## src/rtl/mem_arb_pkg.sv

```systemverilog
// -----------------------------------------------------------------------------
// mem_arb_pkg
// Shared definitions for the memory bus arbiter:
//   - ArbState   : arbiter FSM states (IDLE, ISSUE, DONE, HOLD)
//   - REQ_*      : requester index assignment on the packed request buses
// -----------------------------------------------------------------------------
package mem_arb_pkg;

    typedef enum logic [1:0] {
        IDLE  = 2'd0,
        ISSUE = 2'd1,
        DONE  = 2'd2,
        HOLD  = 2'd3
    } ArbState;

    localparam int REQ_VIDEO  = 0;
    localparam int REQ_IFETCH = 1;
    localparam int REQ_DATA   = 2;

endpackage

```

## src/rtl/mem_bus_arbiter_rr_pick.sv

```systemverilog
// -----------------------------------------------------------------------------
// rr_pick
// Combinational round-robin picker. Searches upward from i_last+1 with
// modulo-NUM_REQ wrap and returns the first requesting index. When i_prio0 is
// set and the video requester is asking, the video requester wins outright;
// otherwise everybody (video included) takes part in the rotation.
//
// Ports:
//   i_req    [NUM_REQ]  request vector
//   i_last   [IDX_W]    index of the previous owner
//   i_prio0  1          video priority override enable
//   o_onehot [NUM_REQ]  one-hot winner (0 when i_req is 0)
//   o_idx    [IDX_W]    winner index (0 when i_req is 0)
// -----------------------------------------------------------------------------
module rr_pick
    import mem_arb_pkg::*;
#(
    parameter int NUM_REQ = 3,
    parameter int IDX_W   = (NUM_REQ > 1) ? $clog2(NUM_REQ) : 1
) (
    input  logic [NUM_REQ-1:0] i_req,
    input  logic [IDX_W-1:0]   i_last,
    input  logic               i_prio0,
    output logic [NUM_REQ-1:0] o_onehot,
    output logic [IDX_W-1:0]   o_idx
);

    logic [NUM_REQ-1:0] w_cand;
    logic               w_found;
    logic [IDX_W-1:0]   w_k;
    int                 w_pos;

    always_comb begin
        w_cand = i_req;
        // Override: reduce the candidate set to the video requester alone.
        if (i_prio0 && i_req[REQ_VIDEO]) begin
            w_cand            = '0;
            w_cand[REQ_VIDEO] = 1'b1;
        end

        o_onehot = '0;
        o_idx    = '0;
        w_found  = 1'b0;
        w_pos    = 0;
        w_k      = '0;
        for (int i = 1; i <= NUM_REQ; i++) begin
            w_pos = (int'(i_last) + i) % NUM_REQ;
            w_k   = IDX_W'(w_pos);
            if (!w_found && w_cand[w_k]) begin
                w_found       = 1'b1;
                o_onehot[w_k] = 1'b1;
                o_idx         = w_k;
            end
        end
    end

endmodule

```

## src/rtl/mem_bus_arbiter.sv

```systemverilog
// -----------------------------------------------------------------------------
// mem_bus_arbiter
// Shares one single-port memory among NUM_REQ requesters (0 video, 1 CPU
// fetch, 2 CPU data) with round-robin arbitration and a per-requester lock
// that keeps the grant across a read-modify-write pair.
//
// Handshake: a requester holds i_req and its fields stable until it sees its
// o_ack bit for one cycle. Towards memory, o_mem_* are held stable while
// o_mem_req is high, and the transfer completes on the edge where i_mem_ack
// is sampled high (may be the first cycle of o_mem_req).
//
// Optional build macro: MEM_ARB_PRIO0_EN - video (requester 0) wins every
// IDLE arbitration whenever it requests; locks are still honoured.
//
// Ports:
//   i_clk, i_rst (async, active-low)
//   i_req/i_lock/i_we [NUM_REQ], i_addr/i_wdata/i_be  packed per requester
//   o_grant [NUM_REQ] current owner, o_ack [NUM_REQ] completion pulse,
//   o_rdata [DATA_W]  read data valid with o_ack
//   o_mem_req/we/addr/wdata/be  memory request, i_mem_ack/i_mem_rdata reply
// -----------------------------------------------------------------------------
module mem_bus_arbiter
    import mem_arb_pkg::*;
#(
    parameter int NUM_REQ = 3,
    parameter int ADDR_W  = 32,
    parameter int DATA_W  = 32
) (
    input  logic                        i_clk,
    input  logic                        i_rst,
    input  logic [NUM_REQ-1:0]          i_req,
    input  logic [NUM_REQ-1:0]          i_lock,
    input  logic [NUM_REQ-1:0]          i_we,
    input  logic [NUM_REQ*ADDR_W-1:0]   i_addr,
    input  logic [NUM_REQ*DATA_W-1:0]   i_wdata,
    input  logic [NUM_REQ*DATA_W/8-1:0] i_be,
    output logic [NUM_REQ-1:0]          o_grant,
    output logic [NUM_REQ-1:0]          o_ack,
    output logic [DATA_W-1:0]           o_rdata,
    output logic                        o_mem_req,
    output logic                        o_mem_we,
    output logic [ADDR_W-1:0]           o_mem_addr,
    output logic [DATA_W-1:0]           o_mem_wdata,
    output logic [DATA_W/8-1:0]         o_mem_be,
    input  logic                        i_mem_ack,
    input  logic [DATA_W-1:0]           i_mem_rdata
);

    localparam int BE_W  = DATA_W / 8;
    localparam int IDX_W = (NUM_REQ > 1) ? $clog2(NUM_REQ) : 1;

`ifdef MEM_ARB_PRIO0_EN
    localparam logic PRIO0_EN = 1'b1;
`else
    localparam logic PRIO0_EN = 1'b0;
`endif

    ArbState             r_state;
    logic [IDX_W-1:0]    r_owner;
    logic [IDX_W-1:0]    r_last_owner;
    logic [NUM_REQ-1:0]  r_grant;
    logic [NUM_REQ-1:0]  r_ack;
    logic [DATA_W-1:0]   r_rdata;
    logic                r_mem_req;
    logic                r_mem_we;
    logic [ADDR_W-1:0]   r_mem_addr;
    logic [DATA_W-1:0]   r_mem_wdata;
    logic [BE_W-1:0]     r_mem_be;

    logic [NUM_REQ-1:0]  w_win_onehot;
    logic [IDX_W-1:0]    w_win_idx;
    logic [IDX_W-1:0]    w_src_idx;
    logic [ADDR_W-1:0]   w_addr_arr  [NUM_REQ];
    logic [DATA_W-1:0]   w_wdata_arr [NUM_REQ];
    logic [BE_W-1:0]     w_be_arr    [NUM_REQ];

    for (genvar g = 0; g < NUM_REQ; g++) begin : g_unpack
        assign w_addr_arr[g]  = i_addr[g*ADDR_W +: ADDR_W];
        assign w_wdata_arr[g] = i_wdata[g*DATA_W +: DATA_W];
        assign w_be_arr[g]    = i_be[g*BE_W +: BE_W];
    end

    rr_pick #(
        .NUM_REQ (NUM_REQ),
        .IDX_W   (IDX_W)
    ) u_rr_pick (
        .i_req    (i_req),
        .i_last   (r_last_owner),
        .i_prio0  (PRIO0_EN),
        .o_onehot (w_win_onehot),
        .o_idx    (w_win_idx)
    );

    // In HOLD the owner reissues without arbitration, so its own fields are
    // latched; in IDLE the fresh winner's fields are.
    assign w_src_idx = (r_state == HOLD) ? r_owner : w_win_idx;

    always_ff @(posedge i_clk or negedge i_rst) begin
        if (!i_rst) begin
            r_state      <= IDLE;
            r_owner      <= '0;
            r_last_owner <= IDX_W'(NUM_REQ - 1);
            r_grant      <= '0;
            r_ack        <= '0;
            r_rdata      <= '0;
            r_mem_req    <= 1'b0;
            r_mem_we     <= 1'b0;
            r_mem_addr   <= '0;
            r_mem_wdata  <= '0;
            r_mem_be     <= '0;
        end else begin
            r_ack <= '0;
            case (r_state)
                IDLE: begin
                    if (|i_req) begin
                        r_owner     <= w_win_idx;
                        r_grant     <= w_win_onehot;
                        r_mem_req   <= 1'b1;
                        r_mem_we    <= i_we[w_src_idx];
                        r_mem_addr  <= w_addr_arr[w_src_idx];
                        r_mem_wdata <= w_wdata_arr[w_src_idx];
                        r_mem_be    <= w_be_arr[w_src_idx];
                        r_state     <= ISSUE;
                    end
                end
                ISSUE: begin
                    if (i_mem_ack) begin
                        r_mem_req    <= 1'b0;
                        r_rdata      <= i_mem_rdata;
                        r_ack        <= r_grant;
                        r_last_owner <= r_owner;
                        r_state      <= DONE;
                    end
                end
                DONE: begin
                    if (i_lock[r_owner]) begin
                        r_state <= HOLD;
                    end else begin
                        r_grant <= '0;
                        r_state <= IDLE;
                    end
                end
                HOLD: begin
                    if (i_req[r_owner]) begin
                        r_mem_req   <= 1'b1;
                        r_mem_we    <= i_we[w_src_idx];
                        r_mem_addr  <= w_addr_arr[w_src_idx];
                        r_mem_wdata <= w_wdata_arr[w_src_idx];
                        r_mem_be    <= w_be_arr[w_src_idx];
                        r_state     <= ISSUE;
                    end else if (!i_lock[r_owner]) begin
                        r_grant <= '0;
                        r_state <= IDLE;
                    end
                end
                default: r_state <= IDLE;
            endcase
        end
    end

    assign o_grant     = r_grant;
    assign o_ack       = r_ack;
    assign o_rdata     = r_rdata;
    assign o_mem_req   = r_mem_req;
    assign o_mem_we    = r_mem_we;
    assign o_mem_addr  = r_mem_addr;
    assign o_mem_wdata = r_mem_wdata;
    assign o_mem_be    = r_mem_be;

endmodule

```

## config.mk

```make
export PLATFORM = sky130hd
export DESIGN_NAME = mem_bus_arbiter
export DESIGN_NICKNAME = d
export VERILOG_FILES = /design/src/rtl/mem_arb_pkg.sv /design/src/rtl/mem_bus_arbiter_rr_pick.sv /design/src/rtl/mem_bus_arbiter.sv
export SDC_FILE = /design/constraint.sdc
export NUM_CORES = 1
export LEC_CHECK = 0
export CORE_AREA = 8 8 134 136
export CTS_CLUSTER_SIZE = 16
export DETAILED_ROUTE_END_ITERATION = 6
export DIE_AREA = 0 0 142 144
export PLACE_DENSITY = 0.93
export SLEW_MARGIN = 5
export SYNTH_ARGS = -nofsm -noshare
export SYNTH_HDL_FRONTEND = slang
export SYNTH_HIERARCHICAL = 1
export SYNTH_SLANG_ARGS = --single-unit
export TNS_END_PERCENT = 50
```

## constraint.sdc

```tcl
create_clock -name i_clk -period 9.65 [get_ports i_clk]
set_clock_uncertainty 0.2 [all_clocks]
set_input_delay 2.4125 -clock i_clk [delete_from_list [all_inputs] [get_ports i_clk]]
set_output_delay 2.4125 -clock i_clk [all_outputs]
set_load 0.01 [all_outputs]
```

==> results of run 1 <==
[per-layer routing]
layer / vias up / share of wire
li1: 3359 / -
met1: 3563 / 0.38
met2: 450 / 0.48
met3: 66 / 0.11
met4: 2 / 0.039
met5: - / 0.00047
[critical path, delay by kind of cell]
family,cells,cell delay (ps)
buffers and inverters,2,1240
and+or+nand+nor,1,130
AOI/OAI and AO/OA,7,2720
[power by group]
part / internal [uW] / switching (uW)
sequential: 736 / 165
clock: 413 / 230
combinational: 1110 / 1340
[synth_stat cells, types with 4 or more instances]
cell type                    n
sky130_fd_sc_hd__a31oi_1    71
sky130_fd_sc_hd__inv_1      10
sky130_fd_sc_hd__nand2_1    77
sky130_fd_sc_hd__ha_1        4
sky130_fd_sc_hd__dfrtp_1   113
sky130_fd_sc_hd__a21oi_1     5
sky130_fd_sc_hd__buf_2      24
sky130_fd_sc_hd__mux2_2     36
sky130_fd_sc_hd__a211oi_1   71
sky130_fd_sc_hd__o21ai_0    78
sky130_fd_sc_hd__clkbuf_1   53
sky130_fd_sc_hd__nand3_1    74
sky130_fd_sc_hd__nor2_1      6
sky130_fd_sc_hd__a21o_1     71
[per-stage QoR]
step	setup slack (ps)	area [um^2]
after floorplan	4650	6650
after global routing	3020	10800
after detailed placement	2910	10200
after global placement	3160	10200
final	3230	10800
after CTS	3340	10800
[area by class of cell]
type	count	area (um^2)	share of cell area
multi-input cells	534	3430	0.316
flip-flops and latches	114	2850	0.263
clock buffers	19	443	0.0408
repair buffers	367	3640	0.336
well taps	220	275	0.0254
clock inverters	13	161	0.0149
inverters	10	37.5	0.00346
[sequential cells by signal, indices dropped and copies added, names as in the netlist]
| signal | flops |
|---|---|
| r_owner | 2 |
| o_mem_we | 1 |
| o_ack | 3 |
| o_rdata | 32 |
| o_mem_addr | 32 |
| r_last_owner | 2 |
| o_mem_be | 4 |
| o_mem_req | 1 |
| r_state | 2 |
| o_grant | 3 |
| o_mem_wdata | 32 |
[cells in the final DEF, fill, tap and decap left out, types with 4 or more instances in the layout]
| cell | instances |
|---|---|
| sky130_fd_sc_hd__clkdlybuf4s50_1 | 354 |
| sky130_fd_sc_hd__dfrtp_1 | 113 |
| sky130_fd_sc_hd__o21ai_0 | 77 |
| sky130_fd_sc_hd__nand2_1 | 76 |
| sky130_fd_sc_hd__nand3_1 | 73 |
| sky130_fd_sc_hd__a211oi_1 | 71 |
| sky130_fd_sc_hd__a31oi_1 | 71 |
| sky130_fd_sc_hd__a21o_1 | 70 |
| sky130_fd_sc_hd__mux2_2 | 36 |
| sky130_fd_sc_hd__clkbuf_16 | 17 |
| sky130_fd_sc_hd__buf_4 | 13 |
| sky130_fd_sc_hd__inv_1 | 10 |
| sky130_fd_sc_hd__nor2_1 | 5 |
| sky130_fd_sc_hd__a21oi_1 | 5 |
| sky130_fd_sc_hd__clkinv_4 | 5 |
| sky130_fd_sc_hd__clkinv_2 | 4 |
| sky130_fd_sc_hd__conb_1 | 4 |
| sky130_fd_sc_hd__ha_1 | 4 |
[cells by family after synthesis]
| kind of cell | Yosys count |
|---|---|
| buffers and inverters | 93 |
| and+or+nand+nor | 174 |
| AOI/OAI and AO/OA | 314 |
| DFF | 114 |
| other | 1 |
| muxes | 38 |
| adders and majority gates | 4 |
[final timing paths]
check | from | to | slack (ps)
max | i_req[0] | o_mem_addr[19] | 3230
min | o_rdata[16] | o_rdata[16] | 310
max reg2reg | r_last_owner[0] | o_mem_addr[19] | 4930
min reg2reg | o_rdata[16] | o_rdata[16] | 310
max in group asynchronous | i_rst | o_mem_addr[25] | 6090
min in group asynchronous | i_rst | o_mem_addr[20] | 1790
==> impl_summary.txt, run 1 <==
----------------------------------------------------
[Final layout]
  Number of fill cells ... approximately 1200
  Antenna Diode Count ... 0
  Nets ... roughly 1300
  Relative area change from synthesis to final layout ... 63.3%
  Core occupancy in the finished layout ... 0.675
  Fraction of layout cells with a size suffix above 1 ... 0.0937
  Post-route non-filler standard cell count ... between 1000 and 1500

[Clocking]
  Cts repair resizes ... 0
  Clock insertion delay at the later pin of the skew report ... a little over 400 ps
  Clock sink total ... 114
  TritonCTS clock tree ... done
  Hold buffer count at CTS ... 0
  Clock Root Buffer ... sky130_fd_sc_hd__clkbuf_16
  Number of buffers added by the clock tree synthesis step ... 17
  Post-CTS setup buffer count ... 0
  Count of H-tree levels built during CTS ... 4
  Clock-pin slew reported for the worst setup and hold paths after clock tree synthesis ... 50 ps
  Number of buffers between clock root and the deepest sink ... 2

[Placed design]
  Placer congestion estimate ... 0.865
  Detailed placer's ending HPWL ... between 15000 and 20000 um
  Count of buffers from port buffering ... between 300 and 400
  Inst Count DP ... 1245

[STA]
  Transition time at the pin with the least slew margin ... roughly 1200 ps
  Shortest period the worst path allows ... roughly 6400 ps
  Normalized max-slew margin ... 0.216
  Final-report max-slew violation count ... 0
  Final hold vios ... 0
  Period utilisation layout ... 0.665
  Final total negative setup slack ... 0 ps
  Tightest hold margin ... 307 ps
  Highest clock frequency the design can meet ... 156 MHz
  Number of setup violations in the final report ... 0
  Setup repair after global routing missed its margin ... no

[Routing]
  DRC ... 0
  Post-DR wirelength/cell ... 21.5 um
  Post-route antenna net violation count ... 0
  Drt total wl ... ~27000 um
  DR iter-0 viols ... between 500 and 600
  Detailed-router iteration count before antenna repair ... 5
  DR vias/cell ... between 5 and 6
  Via total after detailed routing ... 7440

[Logic synthesis]
  Synthesized-area fraction occupied by xor and xnor cells ... 0
  Basic-gate share of the synthesized area counting and, or, nand and nor cells ... 0.121
  Number of synthesis warnings ... 6
  Number of storage elements in the synthesis netlist ... ~110
  Compound-gate portion of the synthesized area ... 0.316
  Adder and majority gate portion of the synthesized area ... 0.00753
  Post-synthesis average cell area ... ~9 um^2
  Count of flip-flops with a built-in enable after synthesis ... 0
  Cells after synthesis ... around 740
  Multiplexer area fraction after synthesis ... 0.0640
  Post-Synthesis Cell Area ... 6640 um^2
  Cells taking the most area after synthesis ... sky130_fd_sc_hd__dfrtp_1, sky130_fd_sc_hd__a211oi_1, sky130_fd_sc_hd__a21o_1
  Yosys cell types ... 44
  FFs w/ async S/R, synth ... 1.00
  Dominant combinational cell family by area after synthesis ... compound AO/OA/AOI/OAI gates
  Cell taking the most area after synthesis ... sky130_fd_sc_hd__dfrtp_1
  Post-synth top area share ... 0.426
  Fraction of the yosys area taken by sequential cells ... 0.430
  Most common flop cell mapped by yosys ... sky130_fd_sc_hd__dfrtp_1

[Setup path]
  Largest fanout of any net on the critical path ... 43
  Data arrival time of the critical path ... 6530 ps
  Max stage delay cell, worst path ... sky130_fd_sc_hd__a211oi_4
  Critical Path Sink Type ... flop
  WP data required ... ~10000 ps
  Worst reg-to-reg path cell count ... 12
  Worst setup path class ... input pin to flop
  Cells traversed along the worst timing path ... clkdlybuf4s50_1 -> o21ai_0 -> o22ai_1 -> o21ai_0 -> a211oi_1 -> a21bo_2 -> a211oi_4 -> buf_4 -> nand2_1 -> a31oi_1
  Maximum single-stage delay on the critical path ... between 900 and 1000 ps
  CP most frequent cell ... sky130_fd_sc_hd__o21ai_0
  Critical Path Start Type ... input pin

[Floorplan]
  Die span in y ... around 140 um
  Row count ... 47
  Core ar. ... between 15000 and 20000 um^2
  Die width ... roughly 140 um
  Number of I/O pins ... about 360
  Initial standard-cell utilization of the core ... 0.414
  Area enclosed by the die boundary ... 20400 um^2

[Global routing]
  Gr ovfl total ... 0
  Met1 layer usage reported by global route ... 0.309
  Met3 routing resource usage after global routing ... 0.0967
  Global-route usage over all layers ... 0.265
  Antenna violations before repair ... 1
  Pin count of the biggest net entering global routing ... 79
  First-pass GRT wire length ... 42400 um
  Global-route layer with the greatest usage ... met2
  GR Util met2 ... 0.429
  Number of global-route vias before repair ... 7631

[Min path]
  Min-delay worst type ... flop to flop
  Min-Delay Path Depth ... 1

[Job]
  Total of max-cap violations ... 0

[Pwr]
  Largest voltage drop on the vdd net ... 0.266 mV
  Leakage ... 0.00428 uW
  Cell area power density ... approximately 370 nW/um^2
  Post-layout total power ... approximately 4000 uW

[Run status]
  Outcome ... completed

----------------------------------------------------
No activity file was read; power rests on OpenSTA's default activity.
==> run 2, diff against run 1 <==
Settings changed: CORE_AREA 8 8 134 136 to 8 8 145 147, DIE_AREA 0 0 142 144 to 0 0 153 155, PLACE_DENSITY 0.93 to 0.84.
Clock period 9.65 ns to 5.44 ns, I/O delays scaled along.
==> run 2 against run 1 <==
Utilization shrank 10 points. Final cell count is 1.8% higher. Flip-flop and latch count did not move. Register-to-register slack got worse by 3300 ps. Global-route usage shrank 4.6 points. First-iteration DRC count decreased by 17%. Combinational power is 78% higher. Die area rose by 16%. Critical path depth grew 2. Largest cell class unchanged. Largest power group unchanged. Highest routed layer unchanged.
==> impl_summary.txt, run 2 (synthesis results as in run 1) <==
----------------------------------------------------
[Pwr]
  Cell area power density ... 649 nW/um^2 (+76%)
  Post-layout total power ... 7080 uW (+77%)
  Leakage ... 0.00431 uW (+0.71%)
  Largest voltage drop on the vdd net ... 0.376 mV (+42%)

[Placed design]
  Placer congestion estimate ... 0.852 (-1.5%)
  Dpl ws ... 649 ps (-2260 ps)
  Count of buffers from port buffering ... 355 (unchanged)
  Post-Place Cell Area ... 10300 um^2 (+0.71%)
  Detailed placer's ending HPWL ... 18700 um (-2.8%)

[Setup path]
  Critical Path Sink Type ... flop
  Worst flop-to-flop path endpoint ... o_mem_wdata[22]
  Data arrival time of the critical path ... 4420 ps (-2110 ps)
  WP data required ... 5490 ps (-4280 ps)
  Startpoint of the lowest-slack register-to-register path ... r_last_owner[1]
  Largest fanout of any net on the critical path ... 43 (unchanged)
  Worst reg-to-reg path cell count ... 12 (unchanged)
  Critical Path Start Type ... input pin
  Worst setup path class ... input pin to flop
  Register-to-register setup slack ... 1600 ps (-3330 ps)

[Run status]
  Outcome ... completed

[STA]
  Shortest period the worst path allows ... between 4000 and 5000 ps
  Final-report max-slew violation count ... 0 (unchanged)
  Transition time at the pin with the least slew margin ... 918 ps (-255 ps)
  Final hold vios ... 0 (unchanged)
  Setup repair after global routing missed its margin ... no
  Final worst-path setup slack ... 1070 ps (-2170 ps)
  Highest clock frequency the design can meet ... 229 MHz
  Period utilisation layout ... 0.804
  Normalized max-slew margin ... 0.388 (+0.172)
  Final total negative setup slack ... 0 ps (unchanged)
  Number of setup violations in the final report ... 0 (unchanged)

[Min path]
  Start point of the worst min-delay path ... o_rdata[15]
  Min-delay worst type ... flop to flop
  Min-Delay Path Depth ... 1 (unchanged)
  Terminating pin of the worst hold path ... o_rdata[15]

[Global routing]
  Gr ovfl total ... 0 (unchanged)
  Number of global-route vias before repair ... 7550 (-1.1%)
  Global-route usage over all layers ... 0.218 (-0.0465)
  Pin count of the biggest net entering global routing ... 79 (unchanged)
  Antenna violations before repair ... 1 (unchanged)
  First-pass GRT wire length ... 41700 um (-1.7%)

[Clocking]
  Number of buffers added by the clock tree synthesis step ... 17 (unchanged)
  Clock sink total ... 114 (unchanged)
  Clock Root Buffer ... sky130_fd_sc_hd__clkbuf_16
  TritonCTS clock tree ... done
  Clock insertion delay at the later pin of the skew report ... 400 ps (about the same)
  Cts repair resizes ... 0 (unchanged)
  Count of H-tree levels built during CTS ... 4 (unchanged)
  Clock-pin slew reported for the worst setup and hold paths after clock tree synthesis ... 60 ps (about the same)
  Number of buffers between clock root and the deepest sink ... 2 (unchanged)
  Hold buffer count at CTS ... 0 (unchanged)
  Post-CTS setup buffer count ... 0 (unchanged)

[Final layout]
  Fraction of layout cells with a size suffix above 1 ... 0.0989 (+0.00521)
  Relative area change from synthesis to final layout ... 64.3%
  Antenna Diode Count ... 0 (unchanged)
  Number of fill cells ... 1644 (+35%)
  Nets ... 1301 (+0.39%)
  Post-route cell area ... 10900 um^2 (+0.62%)
  Commonest non-fill, non-tap cell in the layout ... sky130_fd_sc_hd__clkdlybuf4s50_1
  Most used cells in the layout excluding fill and tap cells ... sky130_fd_sc_hd__clkdlybuf4s50_1, sky130_fd_sc_hd__dfrtp_1, sky130_fd_sc_hd__o21ai_0, sky130_fd_sc_hd__nand2_1, sky130_fd_sc_hd__nand3_1

[Routing]
  Post-DR wirelength/cell ... 20.3 um (-5.7%)
  Detailed-router iteration count before antenna repair ... 5 (unchanged)
  Post-route antenna net violation count ... 0 (unchanged)
  DRC ... 0 (unchanged)
  Via total after detailed routing ... 7265 (-2.4%)
  Drt total wl ... 26400 um (-4.0%)
  DR iter-0 viols ... 428 (-17%)
  DR vias/cell ... 5.59 (-4.1%)

[Floorplan]
  Number of I/O pins ... 356 (unchanged)
  Die width ... 153 um (+7.7%)
  Area enclosed by the die boundary ... 23700 um^2 (+16%)
  Initial standard-cell utilization of the core ... 0.350 (-0.0633)
  Row count ... 51 (+8.5%)
  Core ar. ... 19000 um^2 (+18%)
  Die span in y ... 155 um (+7.6%)

[Job]
  Total of max-cap violations ... 0 (unchanged)

----------------------------------------------------
[run 2: layout make-up]
cell class,count,area [um^2],share of cell area
clock inverters,15,174,0.0159
well taps,238,298,0.0273
flip-flops and latches,114,2850,0.262
repair buffers,372,3690,0.338
clock buffers,17,425,0.0390
multi-input cells,534,3430,0.315
inverters,10,37.5,0.00344
[run 2: metrics by stage]
step                instances  hold WS (ps)   util
global placement         1268           285  0.544
CTS                      1300           306  0.576
detailed placement       1268           292  0.544
finish                   1300           304  0.576
floorplan                 741           338      -
global route             1300           307  0.576
[run 2: worst max path at each step]
stage	startpoint	to	cells past startpoint	slack, ps
detailed placement	i_req[2]	o_mem_wdata[24]	12	650
global route	i_req[0]	o_mem_wdata[6]	10	920
finish	i_req[2]	o_mem_wdata[22]	12	1070
floorplan	i_req[2]	o_mem_addr[13]	11	1490
CTS	i_req[2]	o_mem_wdata[24]	12	1070
global placement	i_req[2]	o_mem_wdata[24]	12	830
[run 2: metal layers]
metal  global-route usage  wire length (um)
met3               0.0843              2550
met5                    0                13
met4               0.0759               665
met2                0.362             12700
met1                0.254             10400
[run 2: power breakdown]
part,leakage (uW),switching [uW],internal [uW]
sequential,0.00132,272,1300
clock,0.000298,444,690
combinational,0.00269,2350,2020
total,0.00431,3060,4010
[run 2: critical path: stages]
cell and delay [ps]:
sky130_fd_sc_hd__clkdlybuf4s50_1 500, sky130_fd_sc_hd__and3b_1 220, sky130_fd_sc_hd__a311oi_2 310, sky130_fd_sc_hd__a21oi_2 120, sky130_fd_sc_hd__or3_1 390, sky130_fd_sc_hd__a31oi_1 310
sky130_fd_sc_hd__a21boi_4 230, sky130_fd_sc_hd__buf_4 380, sky130_fd_sc_hd__a211oi_4 50, sky130_fd_sc_hd__buf_4 280, sky130_fd_sc_hd__nand2_1 140, sky130_fd_sc_hd__a31oi_1 90
==> run 3, diff against run 2 <==
Clock period 5.44 ns to 3.86 ns, I/O delays scaled along.
==> run 3 against run 2 <==
Count of clock-buffer cells in the layout stayed put. Sequential power up 41%. Final area rose by 2.4%. Register-to-register slack got worse by 1500 ps. Global-route usage up 0.45 points. Via count is 1.1% higher. Power rose by 48%. First-iteration DRC count increased by 33%. Largest cell class unchanged. Highest routed layer is now met4.
==> impl_summary.txt, run 3 (synthesis results as in run 1) <==
----------------------------------------------------
[STA]
  Final-report max-slew violation count ... 0 (unchanged)
  Transition time at the pin with the least slew margin ... 865 ps (-53.0 ps)
  Shortest period the worst path allows ... ~3800 ps
  Final hold vios ... 0 (unchanged)
  Tightest hold margin ... 303 ps (-0.155 ps)
  Normalized max-slew margin ... 0.423 (+0.0353)
  Final total negative setup slack ... 0 ps (unchanged)
  Number of setup violations in the final report ... 0 (unchanged)
  Highest clock frequency the design can meet ... roughly 270 MHz
  Period utilisation layout ... 0.973

[Pwr]
  Cell area power density ... 940 nW/um^2 (+45%)
  Sequential fraction of design power ... 0.212 (-0.011)
  Combinational share of power ... 0.630 (+0.013)
  Leakage ... 0.00443 uW (+2.7%)
  Internal portion of total power ... 6040 uW (+50%)
  Post-layout total power ... 10500 uW (+48%)
  Sw Share ... 0.425 (-0.00753)
  Net switching power ... 4470 uW (+46%)
  Part of the power in the clock network ... 0.158 (-0.002)
  Largest voltage drop on the vdd net ... 0.450 mV (+20%)

[Floorplan]
  Initial standard-cell utilization of the core ... 0.350 (unchanged)
  Die width ... 153 um (unchanged)
  Die span in y ... 155 um (unchanged)
  Area enclosed by the die boundary ... 23700 um^2 (unchanged)
  Row count ... 51 (unchanged)
  Core ar. ... 19000 um^2 (unchanged)
  Number of I/O pins ... 356 (unchanged)

[Placed design]
  Count of buffers from port buffering ... 355 (unchanged)
  Placer congestion estimate ... 0.849 (-0.40%)
  Post-Place Cell Area ... 10500 um^2 (+1.9%)
  Detailed placer's ending HPWL ... 19100 um (+2.4%)

[Routing]
  DR iter-0 viols ... 568 (+33%)
  Post-DR wirelength/cell ... 20.8 um (+2.6%)
  Drt total wl ... 27300 um (+3.7%)
  Post-route antenna net violation count ... 0 (unchanged)
  Detailed-router iteration count before antenna repair ... 5 (unchanged)
  DR vias/cell ... 5.59 (about the same)
  Via total after detailed routing ... 7347 (+1.1%)
  DRC ... 0 (unchanged)

[Final layout]
  Fraction of layout cells with a size suffix above 1 ... 0.112 (+0.0127)
  Nets ... 1315 (+1.1%)
  Antenna Diode Count ... 0 (unchanged)
  Commonest non-fill, non-tap cell in the layout ... sky130_fd_sc_hd__clkdlybuf4s50_1
  Relative area change from synthesis to final layout ... 68.3%
  Post-route cell area ... 11200 um^2 (+2.4%)
  Most used cells in the layout excluding fill and tap cells ... sky130_fd_sc_hd__clkdlybuf4s50_1, sky130_fd_sc_hd__dfrtp_1, sky130_fd_sc_hd__o21ai_0, sky130_fd_sc_hd__nand2_1, sky130_fd_sc_hd__nand3_1

[Global routing]
  Gr ovfl total ... 0 (unchanged)
  Pin count of the biggest net entering global routing ... 79 (unchanged)
  First-pass GRT wire length ... 42500 um (+1.9%)
  Number of global-route vias before repair ... 7593 (+0.57%)
  Global-route usage over all layers ... 0.223 (+0.00453)
  Antenna violations before repair ... 0 (-1)

[Min path]
  Min-delay worst type ... flop to flop
  Start point of the worst min-delay path ... o_rdata[29]

[Clocking]
  Number of buffers added by the clock tree synthesis step ... 17 (unchanged)
  Clock insertion delay at the later pin of the skew report ... 410 ps (about the same)
  TritonCTS clock tree ... done
  Number of buffers between clock root and the deepest sink ... 2 (unchanged)
  Count of H-tree levels built during CTS ... 4 (unchanged)
  Clock sink total ... 114 (unchanged)
  Clock Root Buffer ... sky130_fd_sc_hd__clkbuf_16
  Clock-pin slew reported for the worst setup and hold paths after clock tree synthesis ... 60 ps (about the same)

[Run status]
  Outcome ... completed

[Setup path]
  Critical path origin ... i_req[2]
  Startpoint of the lowest-slack register-to-register path ... r_last_owner[1]
  Data arrival time of the critical path ... 3820 ps (-600 ps)
  WP data required ... 3920 ps (-1570 ps)
  Critical Path Start Type ... input pin
  Critical Path Sink Type ... flop
  Worst setup path class ... input pin to flop
  Largest fanout of any net on the critical path ... 41 (-4.7%)

[Job]
  Total of max-cap violations ... 0 (unchanged)

----------------------------------------------------
run 3: changes by cell type in the layout (fill, tap and decap cells not counted), sizes merged:
cell / change
clkinvlp: +1
clkbuf: +1
clkinv: -1
inv: -1
bufinv: +1
buf: +13
run 3: routing by layer:
layer | share of wire | GRT usage | vias to the layer above
met5 | 0 | 0 | -
met4 | 0.028 | 0.0825 | 0
met3 | 0.089 | 0.0774 | 50
met2 | 0.48 | 0.365 | 375
met1 | 0.40 | 0.267 | 3535
li1 | - | - | 3387
run 3: area by class of cell:
cell class                      count  area, um^2
Clock inverter                     15         198
Fill cell                        1625        7770
Timing Repair Buffer              386        3930
Tap cell                          238         298
Sequential cell                   114        2850
Inverter                           10        37.5
Multi-Input combinational cell    534        3440
Clock buffer                       17         425
run 3: power by group through the flow:
stage	clock network, uW	registers, uW	logic (uW)
3_5_place_dp	0	2240	6500
2_1_floorplan	0	2420	3510
3_3_place_gp	0	2190	6390
6_report	1660	2220	6620
4_1_cts	1700	2220	6540
5_1_grt	1760	2300	7160
run 3: final timing paths:
path / endpoint / slack [ps] / cells past startpoint
hold reg to reg: o_rdata[29] / 300 / 1
setup / recovery: o_mem_wdata[12] / 100 / 13
setup reg to reg: o_mem_wdata[12] / 140 / 13
hold / removal: o_rdata[29] / 300 / 1
min in group asynchronous: o_rdata[15] / 350 / 1
max in group asynchronous: o_mem_be[2] / 2390 / 2
run 3: worst max-delay path, stage by stage:
cell	delay, ps
sky130_fd_sc_hd__clkdlybuf4s50_1	440
sky130_fd_sc_hd__and3b_1	190
sky130_fd_sc_hd__a311oi_2	320
sky130_fd_sc_hd__a21oi_2	80
sky130_fd_sc_hd__or3_1	400
sky130_fd_sc_hd__a31oi_2	280
sky130_fd_sc_hd__a21boi_4	290
sky130_fd_sc_hd__buf_12	230
sky130_fd_sc_hd__a211oi_4	50
sky130_fd_sc_hd__buf_4	190
sky130_fd_sc_hd__clkbuf_16	190
sky130_fd_sc_hd__nand2_1	80
sky130_fd_sc_hd__a31oi_1	80
run 3: what timing repair did:
action                                  in CTS  in global routing
endpoints found under the setup margin       0                  4
buffers inserted                             0                  2
hold buffers                                 0                  0
resized for setup                            0                  1
run 3: metrics by stage:
step	utilization	setup slack, ps	instances
6_report	0.590	105	1314
5_1_grt	0.590	-10.8	1314
4_1_cts	0.587	191	1311
3_5_place_dp	0.554	-210	1279
3_3_place_gp	0.554	-114	1279
2_1_floorplan	-	305	741
